[src/rtl/ecdhe_keyshare_tx.sv]
// ecdhe_keyshare_tx
// Derives the local ECDHE public key share from the local private key and
// sends it to the peer as a byte-serial frame:
//   HDR_BYTE, 8'h20, 32 key bytes (MSB byte first), XOR checksum (tx_last).
// Key derivation is a simple fixed-latency model: after KEYGEN_CYCLES cycles
// the public key becomes latched_key ^ BASE_POINT.
//
// Stream handshake: a byte moves when tx_valid and tx_ready are both high at
// a rising clock edge. While tx_valid is high and tx_ready is low, tx_data
// and tx_last hold their values and tx_valid stays high. tx_valid, tx_data
// and tx_last are decoded from registered state only, so tx_ready never
// reaches them combinationally.
module ecdhe_keyshare_tx #(
  parameter int unsigned    KEYGEN_CYCLES = 30,
  parameter logic [7:0]     HDR_BYTE      = 8'h5A,
  parameter logic [255:0]   BASE_POINT    = {32{8'hC3}}
) (
  input  logic         clk,
  input  logic         reset_n,
  input  logic         start,
  input  logic [255:0] private_key,
  output logic         busy,
  output logic [255:0] public_key,
  output logic [7:0]   tx_data,
  output logic         tx_valid,
  input  logic         tx_ready,
  output logic         tx_last,
  output logic         done,
  output logic [2:0]   dbg_state
);

  // Number of key bytes in the frame, also sent as the length byte.
  localparam logic [7:0] KEY_LEN     = 8'h20;
  localparam logic [7:0] KEYGEN_LAST = 8'(KEYGEN_CYCLES - 1);

  typedef enum logic [2:0] {
    S_IDLE   = 3'd0,
    S_KEYGEN = 3'd1,
    S_HDR    = 3'd2,
    S_LEN    = 3'd3,
    S_KEY    = 3'd4,
    S_CSUM   = 3'd5
  } state_t;

  state_t       state;
  state_t       state_nxt;
  logic [255:0] key_q;       // private key captured on accepted start
  logic [7:0]   cycle_cnt;   // key derivation cycle counter
  logic [4:0]   byte_idx;    // index of the key byte being offered
  logic [7:0]   csum;        // running XOR of handshaken key bytes
  logic [7:0]   key_byte;
  logic         hs;
  logic         accept;
  logic         keygen_end;

  // Byte idx of the key, MSB byte first: bits [255-8*idx -: 8].
  // The low bit of that slice is 8*(31-idx) = {~idx, 3'b000}.
  assign key_byte  = public_key[{~byte_idx, 3'b000} +: 8];
  assign hs        = tx_valid & tx_ready;
  assign dbg_state = state;

  // State register; reset abandons any frame in progress.
  always_ff @(posedge clk or negedge reset_n) begin
    if (!reset_n) begin
      state <= S_IDLE;
    end else begin
      state <= state_nxt;
    end
  end

  // Next-state and stream output decode.
  always_comb begin
    state_nxt  = state;
    tx_valid   = 1'b0;
    tx_data    = 8'h00;
    tx_last    = 1'b0;
    accept     = 1'b0;
    keygen_end = 1'b0;
    case (state)
      S_IDLE: begin
        if (start) begin
          accept    = 1'b1;
          state_nxt = S_KEYGEN;
        end
      end
      S_KEYGEN: begin
        if (cycle_cnt == KEYGEN_LAST) begin
          keygen_end = 1'b1;
          state_nxt  = S_HDR;
        end
      end
      S_HDR: begin
        tx_valid = 1'b1;
        tx_data  = HDR_BYTE;
        if (tx_ready) begin
          state_nxt = S_LEN;
        end
      end
      S_LEN: begin
        tx_valid = 1'b1;
        tx_data  = KEY_LEN;
        if (tx_ready) begin
          state_nxt = S_KEY;
        end
      end
      S_KEY: begin
        tx_valid = 1'b1;
        tx_data  = key_byte;
        if (tx_ready && (byte_idx == 5'd31)) begin
          state_nxt = S_CSUM;
        end
      end
      S_CSUM: begin
        tx_valid = 1'b1;
        tx_data  = csum;
        tx_last  = 1'b1;
        if (tx_ready) begin
          state_nxt = S_IDLE;
        end
      end
      default: begin
        state_nxt = S_IDLE;
      end
    endcase
  end

  // Datapath: key capture, derivation counter, byte index, checksum, status.
  always_ff @(posedge clk or negedge reset_n) begin
    if (!reset_n) begin
      key_q      <= '0;
      public_key <= '0;
      cycle_cnt  <= '0;
      byte_idx   <= '0;
      csum       <= '0;
      busy       <= 1'b0;
      done       <= 1'b0;
    end else begin
      // done is a single-cycle pulse unless re-armed below
      done <= 1'b0;
      if (accept) begin
        key_q     <= private_key;
        cycle_cnt <= '0;
        csum      <= '0;
        busy      <= 1'b1;
      end
      if (state == S_KEYGEN) begin
        cycle_cnt <= cycle_cnt + 8'd1;
        if (keygen_end) begin
          public_key <= key_q ^ BASE_POINT;
        end
      end
      if ((state == S_LEN) && hs) begin
        byte_idx <= '0;
      end
      if ((state == S_KEY) && hs) begin
        csum     <= csum ^ tx_data;
        byte_idx <= byte_idx + 5'd1;
      end
      if ((state == S_CSUM) && hs) begin
        busy <= 1'b0;
        done <= 1'b1;
      end
    end
  end

endmodule
[config.mk]
export PLATFORM = sky130hd
export DESIGN_NAME = ecdhe_keyshare_tx
export DESIGN_NICKNAME = d
export VERILOG_FILES = /design/src/rtl/ecdhe_keyshare_tx.sv
export SDC_FILE = /design/constraint.sdc
export NUM_CORES = 1
export LEC_CHECK = 0
export ABC_AREA = 1
export CAP_MARGIN = 20
export CORE_MARGIN = 10
export CORE_UTILIZATION = 25
export DETAILED_ROUTE_END_ITERATION = 6
export GPL_ROUTABILITY_DRIVEN = 0
export HOLD_SLACK_MARGIN = 0.02
export PLACE_DENSITY_LB_ADDON = 0.12
export SLEW_MARGIN = 20
export SYNTH_ARGS = -nofsm -noshare
export SYNTH_HDL_FRONTEND = slang
export SYNTH_SLANG_ARGS = --single-unit
[constraint.sdc]
create_clock -name clk -period 3.4 [get_ports clk]
set_input_delay 0.68 -clock clk [delete_from_list [all_inputs] [get_ports clk]]
set_output_delay 0.68 -clock clk [all_outputs]
set_load 0.02 [all_outputs]
==> results.json, run 1 <==
{
  "outcome": "complete, no violations",
  "viasPerCell": 4.50,
  "wl_per_cell_um": 21.4,
  "antenna_left": 0,
  "ys_seq_area_share_pct": 59.6,
  "cpMostUsedCell": "nand2_1",
  "r2r_start": "byte_idx[0]$_DFFE_PN0P_",
  "reg2regPathDepth": 11,
  "synth_area_leaders": "dfrtp_1, nand2_1, o21ai_0",
  "syn_nets": 2975,
  "clock_latency_ps": 600,
  "worst_slew_pin_slew_ps": 1170,
  "muxShareOfSynthArea_pct": 0,
  "track_usage_pct": 18.0,
  "synth_xor_area_share_pct": 0.0388,
  "synth.avg_cell_area_um2": 8.33,
  "irDropWorstVdd_mv": 0.332,
  "synth-seq-cells": 538,
  "worstPathArrival_ps": 2580,
  "crit_chain": "clkinv_8 -> buf_6 -> clkbuf_16 -> nand2_1 -> nand2_1 -> nand2_1 -> nand2_1 -> nor2_1 -> nand2_1 -> nand3_1 -> nand2_1 -> nand2_1 -> nand2_1 -> buf_2",
  "final_cell_mix": "nand2_1, dfrtp_1, clkdlybuf4s50_1",
  "dp_hpwl_um": 69400,
  "ioPinCount": 531,
  "route.detailed.drc": 0,
  "final_common_cell": "nand2_1",
  "final_util_pct": 35.3,
  "synth_cell_types": 26,
  "maxCapViolCount": 0,
  "p_leak_nw": 14.6,
  "reg2reg_to": "dbg_state[0]$_DFFE_PN0P_",
  "max_freq_ghz": 0.307,
  "cpMaxStageDelayCell": "dfrtp_4",
  "clock_path_buffers": 3,
  "grt_pass1_vias": 20644,
  "period_share_pct": 95.9,
  "cts_tree": "yes",
  "dieWidth_um": 321,
  "drive_gt1_share_pct": 5.87,
  "place_area_um2": 29300,
  "setup_viol": 0,
  "min_period_ps": 3260,
  "num_rows": 110,
  "path_clk_slew_ps": 70,
  "hold_viol": 0,
  "area_growth_pct": 40.5,
  "die_h_um": 321,
  "slew_headroom_pct": 22.1,
  "hold_buffers": 0,
  "core_um2": 89900,
  "nets": 3467,
  "drt-total-wl_um": 94700,
  "die_area_um2": 103000,
  "start_kind": "flop",
  "n_antenna_cell": 0,
  "final_area_um2": 31700,
  "root_buffer": "clkbuf_16",
  "reg2reg_slack_ps": 1110,
  "gr-total-overflow": 0,
  "initial_utilization_pct": 25.1,
  "synth_fa_ha_area_share_pct": 0.222,
  "numCtsBuffers": 67,
  "synth_top_area_cell": "dfrtp_1",
  "synth_largest_type_area_fraction_pct": 59.6,
  "drtIter0Drc": 1572,
  "dpl.cell_count": 4304,
  "drt-pass1-iter-count": 5,
  "crit_path_end_kind": "output pin",
  "worstPathRequired_ps": 2720,
  "htree_levels": 3,
  "min_path_type": "in2async",
  "fin_cells": 4429,
  "crit_path_max_fanout": 16,
  "io_buffers": 530,
  "synth_top_family_by_area": "simple AND/OR/NAND/NOR gates",
  "yosys_warnings": 0,
  "antenna_found_initial": 6,
  "powerDensity_nw_per_um2": 722,
  "report.power.total_mw": 22.9,
  "finClkSkew_ps": 17.7,
  "cts_sinks": 538,
  "vias": 19916,
  "syn_area_um2": 22600,
  "path_class": "reg2out",
  "grt_pass1_wl_um": 140000,
  "synth_compound_area_share_pct": 9.88,
  "cpPeakStageDelay_ps": 550,
  "synthSimpleGateAreaFrac_pct": 24.3,
  "netlist_instances": 2711,
  "grt_max_degree": 240,
  "slew_violations": 0,
  "n_fill_cell": 9252
}
## registers in the layout, indices dropped and copies added, names as in the netlist
signal      count
busy            1
byte_idx        5
public_key    256
done            1
cycle_cnt       8
dbg_state       3
csum            8
key_q         256
## synth_stat cells, drive strengths merged
| cell | number |
|---|---|
| nor3 | 2 |
| ha | 4 |
| xor2 | 1 |
| o21ai | 403 |
| o22ai | 2 |
| buf | 82 |
| o211ai | 1 |
| a21oi | 39 |
| nor2 | 24 |
| nand2 | 1217 |
| nand3 | 152 |
| clkbuf | 79 |
| inv | 162 |
| clkinv | 3 |
| nor4 | 2 |
| dfrtp | 538 |
## per-layer routing
layer | vias to the layer above | share of wire (%) | GRT usage (%)
met4 | 12 | 2.7 | 5.20
met3 | 121 | 5.2 | 3.55
met2 | 508 | 50 | 31.6
li1 | 9540 | - | -
met1 | 9735 | 42 | 22.2
met5 | - | 0.070 | 0
## critical path, delay by kind of cell (launching register included)
kind                   cells  cell delay [ps]
buffers and inverters      4              680
flip-flops                 1              550
AND/OR/NAND/NOR           10              750
## what timing repair did
action / CTS / global route
pin swaps: 0 / 5
resized for setup: 39 / 32
setup buffers: 0 / 3
endpoints found under the setup margin: 8 / 8
cloned: 2 / 1
## metrics by stage
stage | hold slack, ps | TNS [ps] | setup WS (ps)
after global routing | 111 | -1.12 | -1.01
final | 104 | 0 | 139
after floorplan | 384 | 0 | 1290
after detailed placement | 438 | 0 | 102
after global placement | 436 | 0 | 136
after CTS | 89.7 | -181 | -46.7
## logic make-up (layout without fill, tap and decap cells)
group / Yosys count / count (layout)
flip-flops: 538 / 538
buffers and inverters: 326 / 868
adder cells (fa/ha/maj): 4 / 4
XOR/XNOR: 1 / 1
AO/OA/AOI/OAI: 445 / 445
AND/OR/NAND/NOR: 1397 / 1397
## how the worst max path moves through the flow
stage | startpoint | to | slack, ps
after floorplan | dbg_state[1]$_DFFE_PN0P_ | tx_data[5] | 1290
after global placement | byte_idx[0]$_DFFE_PN0P_ | tx_data[5] | 140
after detailed placement | byte_idx[0]$_DFFE_PN0P_ | tx_data[2] | 100
after CTS | byte_idx[0]$_DFFE_PN0P_ | tx_data[2] | -50
after global routing | byte_idx[0]$_DFFE_PN0P_ | tx_data[5] | -1
final | byte_idx[0]$_DFFE_PN0P_ | tx_data[1] | 140
## where the power goes
part	total, mW	switching [mW]	leakage [nW]	internal (mW)
registers	9.07	0.927	7.09	8.14
logic	6.63	4.24	6.41	2.39
clock network	7.23	2.85	1.08	4.39
total	22.9	8.01	14.6	14.9
## final cells by class
type / count / area, um2 / share of cell area [%]
Sequential cell: 538 / 13500 / 42.4
Multi-Input combinational cell: 1847 / 7870 / 24.8
Timing Repair Buffer: 584 / 6060 / 19.1
Clock buffer: 105 / 2010 / 6.34
Tap cell: 1176 / 1470 / 4.63
Inverter: 165 / 642 / 2.02
Clock inverter: 14 / 221 / 0.698
No activity file was read; power rests on OpenSTA's default activity.
==> run 2: changes to the inputs <==
--- a/config.mk
+++ b/config.mk
@@ -12,8 +12,9 @@
 export DETAILED_ROUTE_END_ITERATION = 6
 export GPL_ROUTABILITY_DRIVEN = 0
 export HOLD_SLACK_MARGIN = 0.02
-export PLACE_DENSITY_LB_ADDON = 0.12
+export PLACE_DENSITY = 0.55
 export SLEW_MARGIN = 20
 export SYNTH_ARGS = -nofsm -noshare
 export SYNTH_HDL_FRONTEND = slang
 export SYNTH_SLANG_ARGS = --single-unit
+export TNS_END_PERCENT = 30
==> run 2 against run 1 <==
  * Utilization is 0.22 points higher
  * Global-route usage down 0.11 points
  * Routed wire length grew 0.96%
  * Maximum frequency decreased by 2.0%
  * Critical path depth fell by 3
  * Largest power group unchanged
==> results.json, run 2 (synthesis results as in run 1) <==
{
  "worst_slew_pin_slew_ps": 829,
  "max_freq_ghz": 0.300,
  "reg2reg_to": "dbg_state[0]$_DFFE_PN0P_",
  "final_area_um2": 31900,
  "die_h_um": 321,
  "maxCapViolCount": 0,
  "initial_utilization_pct": 25.1,
  "vias": 19968,
  "irDropWorstVdd_mv": 0.313,
  "core_um2": 89900,
  "drive_gt1_share_pct": 7.21,
  "die_area_um2": 103000,
  "p_leak_nw": 14.7,
  "report.power.total_mw": 22.9,
  "reg2reg_slack_ps": 980,
  "wl_per_cell_um": 21.5,
  "crit_path_max_fanout": 13,
  "rsz0062_at_grt": "true",
  "slew_violations": 0,
  "min_period_ps": 3330,
  "root_buffer": "clkbuf_16",
  "antenna_left": 0,
  "grt_pass1_wl_um": 137000,
  "area.sequential_um2": 13500,
  "ioPinCount": 531,
  "cts_sinks": 538,
  "dp_hpwl_um": 70500,
  "final_util_pct": 35.5,
  "antenna_found_initial": 12,
  "start_kind": "flop",
  "slew_headroom_pct": 44.8,
  "reg2regPathDepth": 12,
  "route.detailed.drc": 0,
  "powerDensity_nw_per_um2": 718,
  "numCtsBuffers": 66,
  "grt_max_degree": 141,
  "setup_viol": 0,
  "period_share_pct": 97.9,
  "viasPerCell": 4.50,
  "nets": 3475,
  "path_clk_slew_ps": 60,
  "dpl.cell_count": 4310,
  "gr-total-overflow": 0,
  "clock_path_buffers": 3,
  "cts_tree": "yes",
  "worstPathRequired_ps": 2720,
  "multi_input_area_um2": 7980,
  "area_growth_pct": 41.4,
  "htree_levels": 3,
  "outcome": "complete, no violations",
  "drt-total-wl_um": 95600,
  "drtIter0Drc": 1779,
  "whs_ps": 117,
  "hold_buffers": 0,
  "track_usage_pct": 17.9,
  "grt_pass1_vias": 19618,
  "hold_viol": 0,
  "min_path_type": "in2async",
  "path_class": "reg2out",
  "dieWidth_um": 321,
  "final_common_cell": "nand2_1",
  "r2r_start": "byte_idx[0]$_DFFE_PN0P_",
  "n_fill_cell": 9255,
  "crit_path_end_kind": "output pin",
  "num_rows": 110,
  "clock_latency_ps": 610,
  "io_buffers": 530,
  "drt-pass1-iter-count": 5,
  "top_regs": "key_q (256), public_key (256)",
  "final_cell_mix": "nand2_1, dfrtp_1, clkdlybuf4s50_1",
  "fin_cells": 4440,
  "place_area_um2": 29400,
  "finClkSkew_ps": 24.1,
  "worstPathArrival_ps": 2650
}
## run 2: report_power, final
group	switching (mW)	internal, mW
Sequential	0.978	8.14
Clock	2.94	4.21
Combinational	4.30	2.37
Total	8.22	14.7
## run 2: routing by layer
layer  GRT usage (%)  up-vias  routed length [um]
met5               0        -                 102
met4            4.59       16                2260
met3            4.93      125                6950
met2            29.6      595               45700
met1            22.9     9660               40600
li1                -     9572                   -
## run 2: through the flow
step	setup TNS, ps	setup WS, ps
2_1_floorplan	0	1290
3_3_place_gp	0	374
3_5_place_dp	0	380
4_1_cts	-3.63	-3.63
5_1_grt	-34.1	-34.1
6_report	0	72.2
## run 2: worst max path at each step
stage | startpoint | to | slack (ps) | cells after the start
floorplan | dbg_state[1]$_DFFE_PN0P_ | tx_data[5] | 1290 | 7
global placement | byte_idx[0]$_DFFE_PN0P_ | tx_data[3] | 370 | 11
detailed placement | byte_idx[0]$_DFFE_PN0P_ | tx_data[3] | 380 | 11
CTS | byte_idx[0]$_DFFE_PN0P_ | tx_data[0] | -4 | 11
global route | byte_idx[0]$_DFFE_PN0P_ | tx_data[1] | -30 | 11
finish | byte_idx[0]$_DFFE_PN0P_ | tx_data[1] | 70 | 11
## run 2: final cells by class
class | instances | area share (%)
inverter | 165 | 2.02
clock inverter | 21 | 0.740
sequential | 538 | 42.2
antenna | 4 | 0.0313
multi-input combinational | 1847 | 25.0
tap | 1176 | 4.61
clock buffer | 96 | 6.06
timing repair inverter | 2 | 0.0901
timing repair buffer | 591 | 19.3
## run 2: timing repair
item,4_1_cts,5_1_grt
resized for setup,15,52
cloned,2,3
setup endpoints to repair,8,8
pin swaps,0,6
setup buffers,2,2
## run 2: critical path, cell delays in order, from the launching register on
cell and delay, ps:
dfrtp_4 620, buf_12 190, inv_6 120, nand2_1 70, nand3_1 110, nand3_2 160, nand3_2 160, nand3_1 80
nand2_1 160, nand2_1 80, nand2_1 110, buf_4 160
==> variant (settings of run 2) <==
Make the reset (`reset_n`) synchronous in 2 clocked blocks.
--- a/src/rtl/ecdhe_keyshare_tx.sv
+++ b/src/rtl/ecdhe_keyshare_tx.sv
@@ -60,7 +60,7 @@
   assign dbg_state = state;
 
   // State register; reset abandons any frame in progress.
-  always_ff @(posedge clk or negedge reset_n) begin
+  always_ff @(posedge clk) begin
     if (!reset_n) begin
       state <= S_IDLE;
     end else begin
@@ -125,7 +125,7 @@
   end
 
   // Datapath: key capture, derivation counter, byte index, checksum, status.
-  always_ff @(posedge clk or negedge reset_n) begin
+  always_ff @(posedge clk) begin
     if (!reset_n) begin
       key_q      <= '0;
       public_key <= '0;
Formal check against the unedited RTL: differs if reset_n is asserted again (counterexample within 4 cycles, from zero or initial values and one cycle with reset_n low); with reset_n held inactive, the same outputs for 10 cycles.
==> variant against run 2 <==
First-iteration DRC count shrank 19%; register-to-register slack worse by 0.10 ns; area after synthesis is 3.4% lower; non-clock buffer count fell by 2; core utilization fell by 0.36 points; design area shrank 4.6%; clock skew is 0.00096 ns lower; fmax up 3.7%; sequential cell count did not move; synthesized cell count is 11% higher; count of clock-buffer cells in the layout decreased by 10; power decreased by 17%; setup slack improved by 0.12 ns; routed wire length up 0.10%; largest cell class unchanged; highest routed layer unchanged.
==> variant: results (changes against run 2) <==
metric;value;unit;change
Worst-path clk slew;0.07;ns;
top post-synthesis cells by count;538 x dfxtp_1, 458 x o21ai_0, 421 x a21oi_1;;was 1216 x nand2_1, 538 x dfrtp_1, 375 x o21ai_0
postcts setup bufs;0;;was 2
Nets;3702;;was 3475
actual slew at the worst max-slew pin;0.855;ns;was 0.829 ns
layout cells sized above 1;5.73;%;was 7.21%
fillers;9273;;was 9255
maximum vdd drop;0.415;mV;was 0.313 mV
max incr delay on CP;0.45;ns;was 0.62 ns
Hold Crit Class;flop to flop;;was primary input to asynchronous set/reset pin
via count;21100;;was 20000
ys async rst share;0;%;was 100%
Critical Path Fanout Max;35;;was 13
Area contributors post-synth;dfxtp_1 49%, o21ai_0 11%, a21oi_1 9.7%;;was dfrtp_1 60%, nand2_1 20%, o21ai_0 8.3%
Main synth FF type;dfxtp_1;;was dfrtp_1
largest net degree at the start of global routing;132;;was 141
First DRT Iteration DRCs;1445;;was 1779
P_leak;11.5;nW;was 14.7 nW
pre-CTS WS;0.624;ns;was 0.380 ns
vias in the first global route;20300;;was 19600
clk_skew;0.0232;ns;was 0.0241 ns
Routed WL;95700;um;was 95600 um
first-pass GRT wire length;137000;um;about the same
net count after synthesis;3268;;was 2975
slowest cell on the critical path;dfxtp_4;;was dfrtp_4
initial antenna violation count;6;;was 12
Unique masters post-synth;29;;was 26
Seq/Total Area, Yosys;49.4;%;was 59.6%
Final HPWL DP;70900;um;was 70500 um
global-route usage over all layers;18.3;%;was 17.9%
status;completed;;unchanged
crit path DAT;2.53;ns;was 2.65 ns
## variant: changes by cell type after synthesis, sizes merged, moves of 7 or more
cell and change:
dfxtp +538, dfrtp -538, o21ai +118, inv +260
clkbuf +15, a21oi +382, nor3 +7, nor2 +270
nand3 +57, buf +47, o211ai +7, nand2 -871
## variant: worst paths after layout
path	from	end	slack, ns	cells past startpoint
min	key_q[73]$_SDFFE_PN0P_	key_q[73]$_SDFFE_PN0P_	0.44	2
max reg2reg	cycle_cnt[0]$_SDFFE_PN0P_	public_key[5]$_SDFFE_PN0P_	0.88	7
max	byte_idx[0]$_SDFFE_PN0P_	tx_data[2]	0.19	11
min reg2reg	key_q[73]$_SDFFE_PN0P_	key_q[73]$_SDFFE_PN0P_	0.44	2
## variant: worst reg2reg max path: cells and delay by family, from the launching register on
kind / cells / cell delay [ns]
flip-flops: 1 / 0.45
buffers and inverters: 1 / 0.54
adder cells (fa/ha/maj): 1 / 0.18
AND/OR/NAND/NOR: 3 / 0.80
AO/OA/AOI/OAI: 2 / 0.40
## variant: stage by stage
step | instances | hold WS, ns | instance area [sq um] | utilization, %
global route | 4644 | 0.461 | 30500 | 35.2
detailed placement | 4524 | 0.439 | 28200 | 32.5
CTS | 4642 | 0.447 | 30400 | 35.1
floorplan | 3004 | 0.425 | 21800 | -
finish | 4646 | 0.445 | 30500 | 35.2
global placement | 4524 | 0.433 | 28200 | 32.5
## variant: cell families after synthesis
logic type / after synthesis / synth area share (%)
buf+inv: 646 / 12.0
flops: 538 / 49.4
compound gates: 956 / 22.1
fa+ha+maj: 4 / 0.229
simple gates: 860 / 16.3
## variant: power breakdown
part / total (mW) / internal, mW / switching (mW)
combinational: 4.14 / 1.37 / 2.77
clock: 7.30 / 4.33 / 2.97
sequential: 7.61 / 7.26 / 0.349
## variant: area by class of cell
cell class / instances / share of cell area [%]
well taps: 1155 / 4.74
clock buffers: 86 / 6.06
inverters: 423 / 5.28
flip-flops and latches: 538 / 35.4
repair buffers: 589 / 19.6
multi-input cells: 1820 / 27.7
diodes: 3 / 0.0246
clock inverters: 32 / 1.26
## variant: metal layers
metal	global-route usage, %	routed length [um]
met4	4.02	1770
met2	31.6	46700
met3	5.67	7210
met1	22.0	40000
met5	0	36
## variant: what timing repair did
| action | CTS | global route |
|---|---|---|
| resized for setup | 1 | 6 |
| endpoints found under the setup margin | 2 | 8 |
| cloned | 0 | 1 |
| hold buffers | 0 | 0 |
